==> src/rtl/jt1943_palload.sv <==
// Palette PROM loader: captures the 1 KB palette/priority PROM region from the ROM
// download, buffers it in a small FIFO and replays paced writes. Optional macro: JT1943_PALLOAD_CHK_EN.
module jt1943_palload #(
  parameter logic [21:0] PROM_START = 22'h3C000,
  parameter int          FIFO_AW    = 2,
  parameter int          WR_GAP     = 2
) (
  input  logic        clk,
  input  logic        rst_n,
  input  logic        downloading,
  input  logic [21:0] ioctl_addr,
  input  logic [7:0]  ioctl_data,
  input  logic        ioctl_wr,
  output logic [7:0]  prog_addr,
  output logic [3:0]  prom_din,
  output logic        prom_12a_we,
  output logic        prom_13a_we,
  output logic        prom_14a_we,
  output logic        prom_12c_we,
  output logic        busy,
  output logic        done,
  output logic        err,
  output logic [7:0]  chk
);

  localparam int              DEPTH    = 1 << FIFO_AW;
  localparam logic [FIFO_AW:0] FULL_CNT = {1'b1, {FIFO_AW{1'b0}}};
  localparam logic [3:0]      GAP_LOAD = 4'(WR_GAP - 1);
  localparam logic [10:0]     N_BYTES  = 11'd1024;

  typedef enum logic [1:0] {ST_IDLE, ST_LOAD, ST_DRAIN, ST_DONE} state_t;

  state_t              r_state, w_state_next;
  logic [13:0]         r_mem [DEPTH];
  logic [FIFO_AW-1:0]  r_wr_ptr, r_rd_ptr;
  logic [FIFO_AW:0]    r_count;
  logic [3:0]          r_gap;
  logic [10:0]         r_wcnt;
  logic                r_dl, r_err;
  logic [7:0]          r_prog_addr;
  logic [3:0]          r_prom_din;
  logic [3:0]          r_we;

  logic [21:0] w_off;
  logic [13:0] w_rd;
  logic [10:0] w_wcnt_base;
  logic        w_push, w_pop, w_wr_en, w_drop, w_empty, w_full, w_rise, w_eval_fail;
  logic        w_unused_hi;

  // Unsigned wrap makes addresses below PROM_START fall outside the window too.
  assign w_off       = ioctl_addr - PROM_START;
  assign w_push      = downloading & ioctl_wr & (w_off < 22'd1024);
  assign w_empty     = (r_count == '0);
  assign w_full      = (r_count == FULL_CNT);
  assign w_pop       = ~w_empty & (r_gap == 4'd0);
  assign w_wr_en     = w_push & (~w_full | w_pop);
  assign w_drop      = w_push & w_full & ~w_pop;
  assign w_rd        = r_mem[r_rd_ptr];
  assign w_rise      = downloading & ~r_dl;
  assign w_wcnt_base = w_rise ? 11'd0 : r_wcnt;
  assign w_unused_hi = &{1'b0, ioctl_data[7:4]};

  always_ff @(posedge clk) begin
    if (w_wr_en) r_mem[r_wr_ptr] <= {w_off[9:0], ioctl_data[3:0]};
  end

  always_ff @(posedge clk or negedge rst_n) begin
    if (!rst_n) begin
      r_wr_ptr    <= '0;
      r_rd_ptr    <= '0;
      r_count     <= '0;
      r_gap       <= 4'd0;
      r_wcnt      <= 11'd0;
      r_dl        <= 1'b0;
      r_err       <= 1'b0;
      r_prog_addr <= 8'd0;
      r_prom_din  <= 4'd0;
      r_we        <= 4'd0;
      r_state     <= ST_IDLE;
    end else begin
      r_dl    <= downloading;
      r_state <= w_state_next;
      r_err   <= (r_err & ~w_rise) | w_drop | w_eval_fail;
      if (w_wr_en) r_wr_ptr <= r_wr_ptr + 1'b1;
      if (w_pop)   r_rd_ptr <= r_rd_ptr + 1'b1;
      case ({w_wr_en, w_pop})
        2'b10:   r_count <= r_count + 1'b1;
        2'b01:   r_count <= r_count - 1'b1;
        default: r_count <= r_count;
      endcase
      if (w_pop) begin
        r_gap       <= GAP_LOAD;
        r_prog_addr <= w_rd[11:4];
        r_prom_din  <= w_rd[3:0];
        r_we        <= 4'b0001 << w_rd[13:12];
      end else begin
        r_we <= 4'd0;
        if (r_gap != 4'd0) r_gap <= r_gap - 4'd1;
      end
      if (w_pop && w_wcnt_base != N_BYTES) r_wcnt <= w_wcnt_base + 11'd1;
      else                                 r_wcnt <= w_wcnt_base;
    end
  end

  always_comb begin
    w_state_next = r_state;
    w_eval_fail  = 1'b0;
    if (w_rise) begin
      w_state_next = ST_LOAD;
    end else if ((r_state == ST_LOAD && !downloading && w_empty) ||
                 (r_state == ST_DRAIN && w_empty && r_gap == 4'd0)) begin
      if (r_wcnt == N_BYTES) begin
        w_state_next = ST_DONE;
      end else begin
        w_state_next = ST_IDLE;
        w_eval_fail  = 1'b1;
      end
    end else if (r_state == ST_LOAD && !downloading) begin
      w_state_next = ST_DRAIN;
    end
  end

`ifdef JT1943_PALLOAD_CHK_EN
  logic [7:0] r_chk;
  // No pops occur in IDLE or DONE, so the sum is naturally frozen there.
  always_ff @(posedge clk or negedge rst_n) begin
    if (!rst_n) r_chk <= 8'd0;
    else        r_chk <= (w_rise ? 8'd0 : r_chk) + (w_pop ? {4'd0, w_rd[3:0]} : 8'd0);
  end
  assign chk = r_chk;
`else
  assign chk = 8'd0;
`endif

  assign prog_addr   = r_prog_addr;
  assign prom_din    = r_prom_din;
  assign prom_12a_we = r_we[0];
  assign prom_13a_we = r_we[1];
  assign prom_14a_we = r_we[2];
  assign prom_12c_we = r_we[3];
  assign busy        = ~w_empty | (|r_we);
  assign done        = (r_state == ST_DONE);
  assign err         = r_err;

endmodule

==> config.mk <==
export PLATFORM = sky130hd
export DESIGN_NAME = jt1943_palload
export DESIGN_NICKNAME = d
export VERILOG_FILES = /design/src/rtl/jt1943_palload.sv
export SDC_FILE = /design/constraint.sdc
export NUM_CORES = 1
export LEC_CHECK = 0
export BUFFER_PORTS_ARGS = -buffer_cell sky130_fd_sc_hd__buf_4
export CORE_MARGIN = 10
export CORE_UTILIZATION = 45
export CTS_CLUSTER_DIAMETER = 50
export CTS_CLUSTER_SIZE = 30
export DETAILED_ROUTE_END_ITERATION = 16
export HOLD_SLACK_MARGIN = 0.05
export PLACE_DENSITY = 0.65
export SKIP_CTS_REPAIR_TIMING = 1
export SLEW_MARGIN = 0
export SYNTH_ARGS = -nofsm -noshare
export SYNTH_HDL_FRONTEND = slang
export SYNTH_SLANG_ARGS = --single-unit
==> constraint.sdc <==
create_clock -name clk -period 2.1 [get_ports clk]
set_input_delay 0 -clock clk [delete_from_list [all_inputs] [get_ports clk]]
set_output_delay 0 -clock clk [all_outputs]
set_load 0.02 [all_outputs]
==> results.sh, run 1 <==
export IMPL_outcome="complete, no violations"
export IMPL_setup_viol=0
export IMPL_detail_route_wl_per_cell_um=16.0
export IMPL_powerDensity_nw_per_um2=1060
export IMPL_coreArea_um2=8850
export IMPL_ios=61
export IMPL_first_pass_iters=4
export IMPL_cpMaxStageDelayCell="or4b_1"
export IMPL_synthesis_instances=299
export IMPL_p_int_mw=3.62
export IMPL_path_clk_slew_ns=0.09
export IMPL_postRouteAntennaNets=0
export IMPL_vias=2449
export IMPL_cp_data_arrival_time_ns=2.31
export IMPL_routabilityCongestion=0.795
export IMPL_cts_buffers=9
export IMPL_synth_compound_area_share_pct=2.36
export IMPL_synth_area_per_cell_um2=13.8
export IMPL_placed_cell_area_um2=4740
export IMPL_hold_violations=0
export IMPL_worst_ep_required_time_ns=2.40
export IMPL_ys_warn_count=0
export IMPL_maxCapViolations=0
export IMPL_drt_iter0_drc=132
export IMPL_crit_family="simple AND/OR/NAND/NOR gates"
export IMPL_synthMuxAreaShare_pct=7.98
export IMPL_track_usage_pct=11.9
export IMPL_fin_nets=422
export IMPL_grt_start_max_net_pins=43
export IMPL_synth_edf_count=56
export IMPL_switching_share_pct=33.3
export IMPL_seq_area_frac_synth_pct=66.0
export IMPL_crit_chain="or4b_1 > or4b_4 > a21boi_0 > o221a_2"
export IMPL_diodes=0
export IMPL_cp_max_fo=4
export IMPL_dieHeight_um=116
export IMPL_via_per_inst=4.98
export IMPL_async_flop_share_pct=42.9
export IMPL_path_buf_inv=0
export IMPL_max_stage_delay_ns=0.57
export IMPL_die_area_um2=13400
export IMPL_seqPwrFrac_pct=46.0
export IMPL_antenna_found_initial=0
export IMPL_synth_xor_area_share_pct=3.17
export IMPL_yosysTopAreaCell="edfxtp_1"
export IMPL_synth_cell_types=43
export IMPL_cts_tree="built"
export IMPL_fin_setup_tns_ns=0
export IMPL_nFillCells=708
export IMPL_ys_flop_type="edfxtp_1"
export IMPL_slew_headroom_pct=55.8
export IMPL_rsz0062_at_grt="false"
export IMPL_switching_power_mw=1.80
export IMPL_portBuffers=48
export IMPL_crit_type="flip-flop to flip-flop"
export IMPL_synth_top_family_by_area="simple AND/OR/NAND/NOR gates"
export IMPL_start_util_pct=46.8
export IMPL_grt_pass1_wl_um=12400
export IMPL_ys_ff_latch=98
export IMPL_cp_start_kind="flip-flop"
export IMPL_end_kind="flip-flop"
export IMPL_power_frac_comb_pct=33.3
export IMPL_drc=0
export IMPL_dpl_hpwl_um=5400
export IMPL_htree_levels=3
export IMPL_cts_buffer_depth=2
export IMPL_grt_pass1_vias=2556
export IMPL_core_rowCount=34
export IMPL_clk_latency_ns=0.36
export IMPL_max_freq_ghz=0.497
export IMPL_finalCritPeriodShare_pct=95.9
export IMPL_finalWirelength_um=7880
export IMPL_grt_ovfl_total=0
export IMPL_power_mw=5.42
export IMPL_drv_slew=0
export IMPL_ir_worst_vdd_uv=629
export IMPL_layout_area_overhead_vs_synth_pct=23.6
export IMPL_synth_simple_area_share_pct=14.4
export IMPL_synth_area_um2=4140
export IMPL_synth_top_area_share_pct=40.6
export IMPL_ys_top_cells_by_area="edfxtp_1 (41%), dfrtp_1 (25%), mux4_2 (7.6%)"
export IMPL_skew_ns=0.0100
export IMPL_layout_drive_gt1_share_pct=28.9
export IMPL_fin_crit_ns=2.01
export IMPL_synthAdderAreaFrac_pct=2.90
export IMPL_die_w_um=116
export IMPL_root_buffer="clkbuf_8"
export IMPL_p_leak_nw=2.10
export IMPL_tightestPinTransition_ns=0.661
export IMPL_final_area_um2=5120
export IMPL_clkPwrFrac_pct=20.7
export IMPL_hold_class="input pin to flip-flop"
export IMPL_cts_sinks=98
## cell usage in the layout (no fill, tap or decap), drive strengths merged, types with 2 or more instances in the layout
cell,Yosys,final
buf,11,63
edfxtp,56,56
nand2,55,55
dfrtp,42,42
nor2,19,19
dlygate4sd3,0,16
mux4,14,14
xnor2,14,14
inv,9,13
clkbuf,6,10
nor3,9,9
ha,8,8
conb,1,8
and3,6,6
o21ai,5,5
nor3b,5,5
nand4,4,4
nand3,4,4
a21oi,4,4
nor4,4,4
or3,3,3
or4b,3,3
clkinv,0,2
and2,2,2
## final timing paths
check / to / slack, ns / start / cells past startpoint
min reg2reg: prog_addr[1]$_DFFE_PN0P_ / 0.49 / prog_addr[1]$_DFFE_PN0P_ / 2
max reg2reg: r_state[1]$_DFFE_PN0P_ / 0.09 / r_wcnt[7]$_DFF_PN0_ / 4
max in group asynchronous: r_wcnt[8]$_DFF_PN0_ / 1.55 / rst_n / 2
min in group asynchronous: r_gap[2]$_DFFE_PN0P_ / 0.17 / rst_n / 2
max: r_state[1]$_DFFE_PN0P_ / 0.09 / r_wcnt[7]$_DFF_PN0_ / 4
min: r_state[0]$_DFFE_PN0P_ / 0.08 / downloading / 4
## stage by stage
step           utilization [%]  cells  setup slack, ns  hold WS (ns)
3_3_place_gp              53.6    460            0.105        0.0280
3_5_place_dp              53.6    460          0.00781        0.0340
6_report                  57.8    492           0.0865        0.0815
5_1_grt                   57.8    492           0.0174        0.0920
2_1_floorplan                -    306           0.0404        -0.296
4_1_cts                   55.6    476          -0.0133        -0.367
## power groups by stage
stage | clock network, mW | registers [mW] | logic, mW
after floorplan | 0 | 2.65 | 1.01
after global placement | 0 | 2.52 | 1.75
after detailed placement | 0 | 2.52 | 1.78
after CTS | 1.17 | 2.48 | 1.79
after global routing | 1.24 | 2.53 | 2.01
final | 1.12 | 2.49 | 1.81
## sequential cells by signal (all words and copies together) (netlist names)
name       flops
err            1
r_rd_ptr       2
prog_addr      8
r_state        2
r_wcnt        11
r_we           4
r_wr_ptr       2
r_gap          4
r_dl           1
r_mem         56
r_count        3
prom_din       4
## layout make-up
| cell class | instances | area, um2 | share of cell area (%) |
|---|---|---|---|
| Clock buffer | 10 | 128 | 2.49 |
| Multi-Input combinational cell | 182 | 1350 | 26.4 |
| Inverter | 9 | 33.8 | 0.660 |
| Sequential cell | 98 | 2730 | 53.4 |
| Tap cell | 108 | 135 | 2.64 |
| Timing Repair Buffer | 79 | 683 | 13.3 |
| Clock inverter | 6 | 55.1 | 1.08 |
## cell usage after synthesis, drive strengths merged, types with 2 or more instances
| cell | number |
|---|---|
| a21oi | 4 |
| and2 | 2 |
| and3 | 6 |
| buf | 11 |
| clkbuf | 6 |
| dfrtp | 42 |
| edfxtp | 56 |
| ha | 8 |
| inv | 9 |
| mux4 | 14 |
| nand2 | 55 |
| nand3 | 4 |
| nand4 | 4 |
| nor2 | 19 |
| nor3 | 9 |
| nor3b | 5 |
| nor4 | 4 |
| o21ai | 5 |
| or3 | 3 |
| or4b | 3 |
| xnor2 | 14 |
## worst reg2reg max path: stages, from the launching register on
cell and delay [ns]:
dfrtp_1 0.42, or4b_1 0.57, or4b_4 0.56, a21boi_0 0.20
o221a_2 0.21
## routing by layer
metal	track usage, %	wire length, um	vias to the layer above	share of wire [%]
met5	0	0	-	0
met1	14.1	3470	1198	44
met4	3.00	62	0	0.79
met2	20.9	4070	35	52
met3	3.46	283	6	3.6
li1	-	-	1210	-
## cells by family (layout without fill, tap and decap cells)
family	Yosys count	after routing
flops	98	98
fa+ha+maj	9	9
buf+inv	26	104
other cells	1	8
xor+xnor	15	15
compound gates	15	15
mux	15	15
simple gates	120	120
No activity file was read; power rests on OpenSTA's default activity.
==> inputs of run 2 (changes only) <==
--- a/config.mk
+++ b/config.mk
@@ -6,15 +6,19 @@
 export NUM_CORES = 1
 export LEC_CHECK = 0
 export BUFFER_PORTS_ARGS = -buffer_cell sky130_fd_sc_hd__buf_4
+export CELL_PAD_IN_SITES_DETAIL_PLACEMENT = 2
+export CELL_PAD_IN_SITES_GLOBAL_PLACEMENT = 2
 export CORE_MARGIN = 10
-export CORE_UTILIZATION = 45
+export CORE_UTILIZATION = 35
 export CTS_CLUSTER_DIAMETER = 50
 export CTS_CLUSTER_SIZE = 30
 export DETAILED_ROUTE_END_ITERATION = 16
 export HOLD_SLACK_MARGIN = 0.05
-export PLACE_DENSITY = 0.65
+export PLACE_DENSITY = 0.71
+export SETUP_SLACK_MARGIN = 0.2
 export SKIP_CTS_REPAIR_TIMING = 1
 export SLEW_MARGIN = 0
 export SYNTH_ARGS = -nofsm -noshare
 export SYNTH_HDL_FRONTEND = slang
 export SYNTH_SLANG_ARGS = --single-unit
+export TNS_END_PERCENT = 50
==> run 2 against run 1 <==
- flip-flop and latch count unchanged
- total power is 17% higher
- clock skew shrank 0.0028 ns
- combinational power up 20%
- global-route usage rose by 0.72 points
- die area up 23%
- sequential share of layout area is 3.7 points lower
- via count up 8.5%
- largest cell class unchanged
- largest power group unchanged
==> results.sh, run 2 (same netlist as run 1, synthesis figures left out) <==
export IMPL_outcome="complete, no violations"
export IMPL_seqPwrFrac_pct=39.6
export IMPL_crit_type="flip-flop to flip-flop"
export IMPL_fin_crit_ns=1.94
export IMPL_track_usage_pct=12.6
export IMPL_max_stage_delay_ns=0.43
export IMPL_holdWs_ns=0.142
export IMPL_mostFrequentLayoutCells="buf_4 (67), edfxtp_1 (56), nand2_1 (49), dfrtp_1 (41), nor2_1 (17)"
export IMPL_clk_latency_ns=0.35
export IMPL_layout_drive_gt1_share_pct=38.5
export IMPL_reg2regPathDepth=7
export IMPL_drt_iter0_drc=108
export IMPL_finalWorstSetupSlack_ns=0.158
export IMPL_via_per_inst=4.94
export IMPL_dpl_hpwl_um=6910
export IMPL_regArea_um2=2730
export IMPL_first_pass_iters=4
export IMPL_maxCapViolations=0
export IMPL_cpMaxStageDelayCell="fa_2"
export IMPL_path_clk_slew_ns=0.07
export IMPL_met3_usage_pct=2.55
export IMPL_fin_cells=538
export IMPL_crit_family="adder cells"
export IMPL_hold_class="input pin to flip-flop"
export IMPL_diodes=0
export IMPL_worst_ep_required_time_ns=2.33
export IMPL_power_frac_comb_pct=34.4
export IMPL_portBuffers=48
export IMPL_fin_setup_tns_ns=0
export IMPL_die_area_um2=16600
export IMPL_switching_power_mw=2.07
export IMPL_r2r_start="r_gap[0]$_DFFE_PN0P_"
export IMPL_rsz0062_at_grt="true"
export IMPL_tightestPinTransition_ns=0.786
export IMPL_slew_headroom_pct=47.5
export IMPL_p_int_mw=4.27
export IMPL_grt_start_max_net_pins=43
export IMPL_root_buffer="clkbuf_16"
export IMPL_r2r_end="r_count[1]$_DFFE_PN0P_"
export IMPL_finalWirelength_um=10700
export IMPL_crit_chain="inv_2 > ha_4 > nor3b_4 > nand2_4 > nor2_4 > fa_2 > mux2_4"
export IMPL_dieHeight_um=129
export IMPL_ios=61
export IMPL_hold_violations=0
export IMPL_regMostFlops="r_mem"
export IMPL_nFillCells=1104
export IMPL_coreArea_um2=11500
export IMPL_reg2reg_slack_ns=0.16
export IMPL_dpl_worst_slack_ns=0.0459
export IMPL_max_freq_ghz=0.515
export IMPL_layout_area_overhead_vs_synth_pct=32.8
export IMPL_cp_max_fo=4
export IMPL_p_leak_nw=2.21
export IMPL_switching_share_pct=32.6
export IMPL_powerDensity_nw_per_um2=1150
export IMPL_postRouteAntennaNets=0
export IMPL_die_w_um=129
export IMPL_skew_ns=0.00724
export IMPL_htree_levels=3
export IMPL_worstHoldStart="downloading"
export IMPL_gr_usage_met2_pct=23.3
export IMPL_fin_util_pct=47.8
export IMPL_cp_start_kind="flip-flop"
export IMPL_drv_slew=0
export IMPL_cp_data_arrival_time_ns=2.17
export IMPL_detail_route_wl_per_cell_um=19.8
export IMPL_end_kind="flip-flop"
export IMPL_busiest_layer="met2"
export IMPL_path_buf_inv=1
export IMPL_routabilityCongestion=0.730
export IMPL_drc=0
export IMPL_finalCritPeriodShare_pct=92.5
export IMPL_antenna_found_initial=0
export IMPL_largest_reg_flops=56
export IMPL_fin_nets=433
export IMPL_final_common_cell="buf_4"
export IMPL_start_util_pct=36.0
export IMPL_multi_input_area_um2=1540
export IMPL_clkPwrFrac_pct=26.0
export IMPL_place_inst=495
export IMPL_whs_path_depth=4
export IMPL_setup_viol=0
export IMPL_grt_pass1_wl_um=16200
export IMPL_grt_pass1_vias=3002
export IMPL_ir_worst_vdd_uv=620
export IMPL_core_rowCount=39
export IMPL_grt_use_met1_pct=13.9
export IMPL_cts_tree="built"
export IMPL_cts_buffer_depth=2
export IMPL_cts_buffers=9
export IMPL_hold_end="r_state[0]$_DFFE_PN0P_"
export IMPL_grt_ovfl_total=0
export IMPL_cts_sinks=98
export IMPL_vias=2656
==> run 2: cell count changes in the layout (fill, tap and decap cells not counted), sizes merged <==
cell / before / now
buf: 63 / 71
clkinvlp: 0 / 4
inv: 13 / 9
and3: 6 / 9
bufinv: 0 / 1
clkinv: 2 / 1
==> run 2: per-layer routing <==
layer / up-vias / routed length, um
li1: 1239 / -
met3: 9 / 292
met2: 35 / 5830
met5: - / 0
met4: 0 / 136
met1: 1373 / 4410
==> run 2: metrics by stage <==
step | power, mW | area, um2
final | 6.34 | 5500
after detailed placement | 4.53 | 4810
after CTS | 6.21 | 5110
after global placement | 4.43 | 4810
after global routing | 6.73 | 5500
after floorplan | 3.75 | 4250
==> run 2: layout make-up <==
class | count | area share, %
flip-flops and latches | 98 | 49.7
multi-input cells | 185 | 28.0
repair buffers | 87 | 13.0
clock buffers | 10 | 4.16
well taps | 143 | 3.25
clock inverters | 6 | 1.25
inverters | 9 | 0.614
==> run 2: tightest hold or removal path: cells and delay by family <==
family / cells / cell delay, ns
AOI/OAI and AO/OA: 1 / 0.11
and+or+nand+nor: 2 / 0.22
buffers and inverters: 1 / 0.11
==> run 2: worst max-delay path by stage <==
stage	startpoint	endpoint	slack (ns)	cells past startpoint
finish	r_gap[0]$_DFFE_PN0P_	r_count[1]$_DFFE_PN0P_	0.16	7
global route	r_gap[1]$_DFFE_PN0P_	r_wcnt[5]$_DFF_PN0_	0.07	8
CTS	r_gap[1]$_DFFE_PN0P_	r_wcnt[0]$_DFF_PN0_	0.01	7
detailed placement	r_wcnt[7]$_DFF_PN0_	r_state[1]$_DFFE_PN0P_	0.05	4
global placement	r_wcnt[7]$_DFF_PN0_	r_state[1]$_DFFE_PN0P_	0.09	4
floorplan	r_gap[1]$_DFFE_PN0P_	r_count[1]$_DFFE_PN0P_	0.18	7
==> run 2: power groups by stage <==
stage                     registers, mW  clock network (mW)  logic, mW
final                              2.51                1.65       2.18
after global routing               2.56                1.76       2.41
after CTS                          2.50                1.69       2.02
after detailed placement           2.53                   0       2.00
after global placement             2.52                   0       1.91
after floorplan                    2.67                   0       1.08
==> inputs of run 3 (changes only) <==
--- a/config.mk
+++ b/config.mk
@@ -8,6 +8,7 @@
 export BUFFER_PORTS_ARGS = -buffer_cell sky130_fd_sc_hd__buf_4
 export CELL_PAD_IN_SITES_DETAIL_PLACEMENT = 2
 export CELL_PAD_IN_SITES_GLOBAL_PLACEMENT = 2
+export CORE_ASPECT_RATIO = 1.25
 export CORE_MARGIN = 10
 export CORE_UTILIZATION = 35
 export CTS_CLUSTER_DIAMETER = 50
@@ -17,6 +18,7 @@
 export PLACE_DENSITY = 0.71
 export SETUP_SLACK_MARGIN = 0.2
 export SKIP_CTS_REPAIR_TIMING = 1
+export SKIP_LAST_GASP = 1
 export SLEW_MARGIN = 0
 export SYNTH_ARGS = -nofsm -noshare
 export SYNTH_HDL_FRONTEND = slang
==> run 3 against run 2 <==
- total power fell by 2.1%
- clock-buffer cell count fell by 1
- global-route usage fell by 0.47 points
- sequential power rose by 2%
- worst setup slack got worse by 0.0078 ns
- maximum frequency fell by 0.40%
- clock skew fell by 0.0016 ns
- largest power group unchanged
- register-to-register slack barely moved
==> results.sh, run 3 (same netlist as run 1, synthesis figures left out) <==
export IMPL_outcome="complete, no violations"
export IMPL_grt_start_max_net_pins=43
export IMPL_seqPwrFrac_pct=41.2
export IMPL_end_kind="flip-flop"
export IMPL_portBuffers=48
export IMPL_dieHeight_um=142
export IMPL_detail_route_wl_per_cell_um=18.3
export IMPL_finalWirelength_um=10100
export IMPL_start_util_pct=35.6
export IMPL_finalCritPeriodShare_pct=92.9
export IMPL_slew_headroom_pct=61.1
export IMPL_p_int_mw=4.14
export IMPL_p_leak_nw=2.18
export IMPL_grt_pass1_vias=2854
export IMPL_drv_slew=0
export IMPL_cts_buffers=9
export IMPL_ios=61
export IMPL_cp_max_fo=4
export IMPL_fin_setup_tns_ns=0
export IMPL_mostFrequentLayoutCells="buf_4 (67), edfxtp_1 (56), nand2_1 (52), dfrtp_1 (41), nor2_1 (17)"
export IMPL_layout_area_overhead_vs_synth_pct=30.9
export IMPL_diodes=0
export IMPL_cts_sinks=98
export IMPL_vias=2643
export IMPL_fin_nets=429
export IMPL_antenna_found_initial=0
export IMPL_crit_type="flip-flop to flip-flop"
export IMPL_rsz0062_at_grt="true"
export IMPL_htree_levels=3
export IMPL_cts_buffer_depth=2
export IMPL_postRouteAntennaNets=0
export IMPL_coreArea_um2=11600
export IMPL_dpl_worst_slack_ns=0.0340
export IMPL_hold_violations=0
export IMPL_fin_cells=552
export IMPL_maxCapViolations=0
export IMPL_largest_reg_flops=56
export IMPL_switching_power_mw=2.07
export IMPL_regMostFlops="r_mem"
export IMPL_drc=0
export IMPL_die_area_um2=16600
export IMPL_place_inst=511
export IMPL_first_pass_iters=4
export IMPL_die_w_um=117
export IMPL_power_mw=6.20
export IMPL_finalWorstSetupSlack_ns=0.150
export IMPL_dpl_hpwl_um=6900
export IMPL_tightestPinTransition_ns=0.579
export IMPL_setup_viol=0
export IMPL_root_buffer="clkbuf_16"
export IMPL_core_rowCount=44
export IMPL_skew_ns=0.00567
export IMPL_switching_share_pct=33.3
export IMPL_grt_ovfl_total=0
export IMPL_final_common_cell="buf_4"
export IMPL_cts_tree="built"
export IMPL_track_usage_pct=12.2
export IMPL_drt_iter0_drc=62
export IMPL_hold_class="input pin to flip-flop"
export IMPL_clkPwrFrac_pct=25.8
export IMPL_cp_data_arrival_time_ns=2.17
export IMPL_worst_ep_required_time_ns=2.32
export IMPL_clk_latency_ns=0.34
export IMPL_powerDensity_nw_per_um2=1140
export IMPL_routabilityCongestion=0.734
export IMPL_power_frac_comb_pct=33.1
export IMPL_cp_start_kind="flip-flop"
export IMPL_max_freq_ghz=0.513
export IMPL_ir_worst_vdd_uv=540
export IMPL_fin_crit_ns=1.95
export IMPL_via_per_inst=4.79
export IMPL_grt_pass1_wl_um=15500
export IMPL_layout_drive_gt1_share_pct=34.8
export IMPL_path_clk_slew_ns=0.07
==> run 3: cell count changes in the layout (fill, tap and decap cells not counted), moves of 2 or more <==
cell / delta
nor3_2: -3
xnor2_2: -2
nor3_1: +3
inv_6: +5
clkinvlp_4: -3
xnor2_1: +2
nand2_2: -3
buf_6: -3
nand2_1: +3
==> run 3: final cells by class <==
class | count | area, um2
tap | 161 | 201
sequential | 98 | 2730
inverter | 9 | 33.8
multi-input combinational | 183 | 1460
clock inverter | 7 | 62.6
clock buffer | 9 | 225
fill | 1118 | 6200
timing repair buffer | 85 | 698
==> run 3: through the flow <==
stage | hold slack, ns | cell area (um2) | utilization [%]
after global placement | 0.0318 | 4810 | 41.4
final | 0.0419 | 5420 | 46.7
after CTS | -0.325 | 5090 | 43.8
after detailed placement | 0.0400 | 4810 | 41.4
after floorplan | -0.296 | 4250 | -
after global routing | 0.0718 | 5420 | 46.7
==> run 3: final timing paths <==
path                                           from                        to  slack [ns]  cells past startpoint
setup / recovery                r_wcnt[7]$_DFF_PN0_             err$_DFF_PN0_        0.15                      4
hold / removal                          downloading    r_state[0]$_DFFE_PN0P_        0.04                      4
setup reg to reg                r_wcnt[7]$_DFF_PN0_             err$_DFF_PN0_        0.15                      4
hold reg to reg            prog_addr[2]$_DFFE_PN0P_  prog_addr[2]$_DFFE_PN0P_        0.48                      2
max in group asynchronous                     rst_n    r_count[1]$_DFFE_PN0P_        1.50                      2
min in group asynchronous                     rst_n            r_dl$_DFF_PN0_        0.19                      2
==> run 3: worst max-delay path, stage by stage, from the launching register on <==
cell and delay, ns:
dfrtp_1 0.42, or4b_4 0.56, or4b_4 0.57, a21oi_1 0.17, o21ai_0 0.09
==> run 3: routing by layer <==
layer / share of wire (%) / routed length (um) / global-route usage (%) / up-vias
met5: 0 / 0 / 0 / -
li1: - / - / - / 1230
met3: 2.9 / 297 / 2.83 / 6
met1: 39 / 3970 / 14.0 / 1375
met2: 57 / 5780 / 21.6 / 32
met4: 0.75 / 76 / 3.91 / 0
==> run 3: power by group through the flow <==
| stage | registers (mW) | logic (mW) | clock network [mW] |
|---|---|---|---|
| 2_1_floorplan | 2.67 | 1.08 | 0 |
| 3_3_place_gp | 2.57 | 1.84 | 0 |
| 3_5_place_dp | 2.59 | 1.89 | 0 |
| 4_1_cts | 2.55 | 1.90 | 1.65 |
| 5_1_grt | 2.60 | 2.29 | 1.71 |
| 6_report | 2.55 | 2.05 | 1.60 |
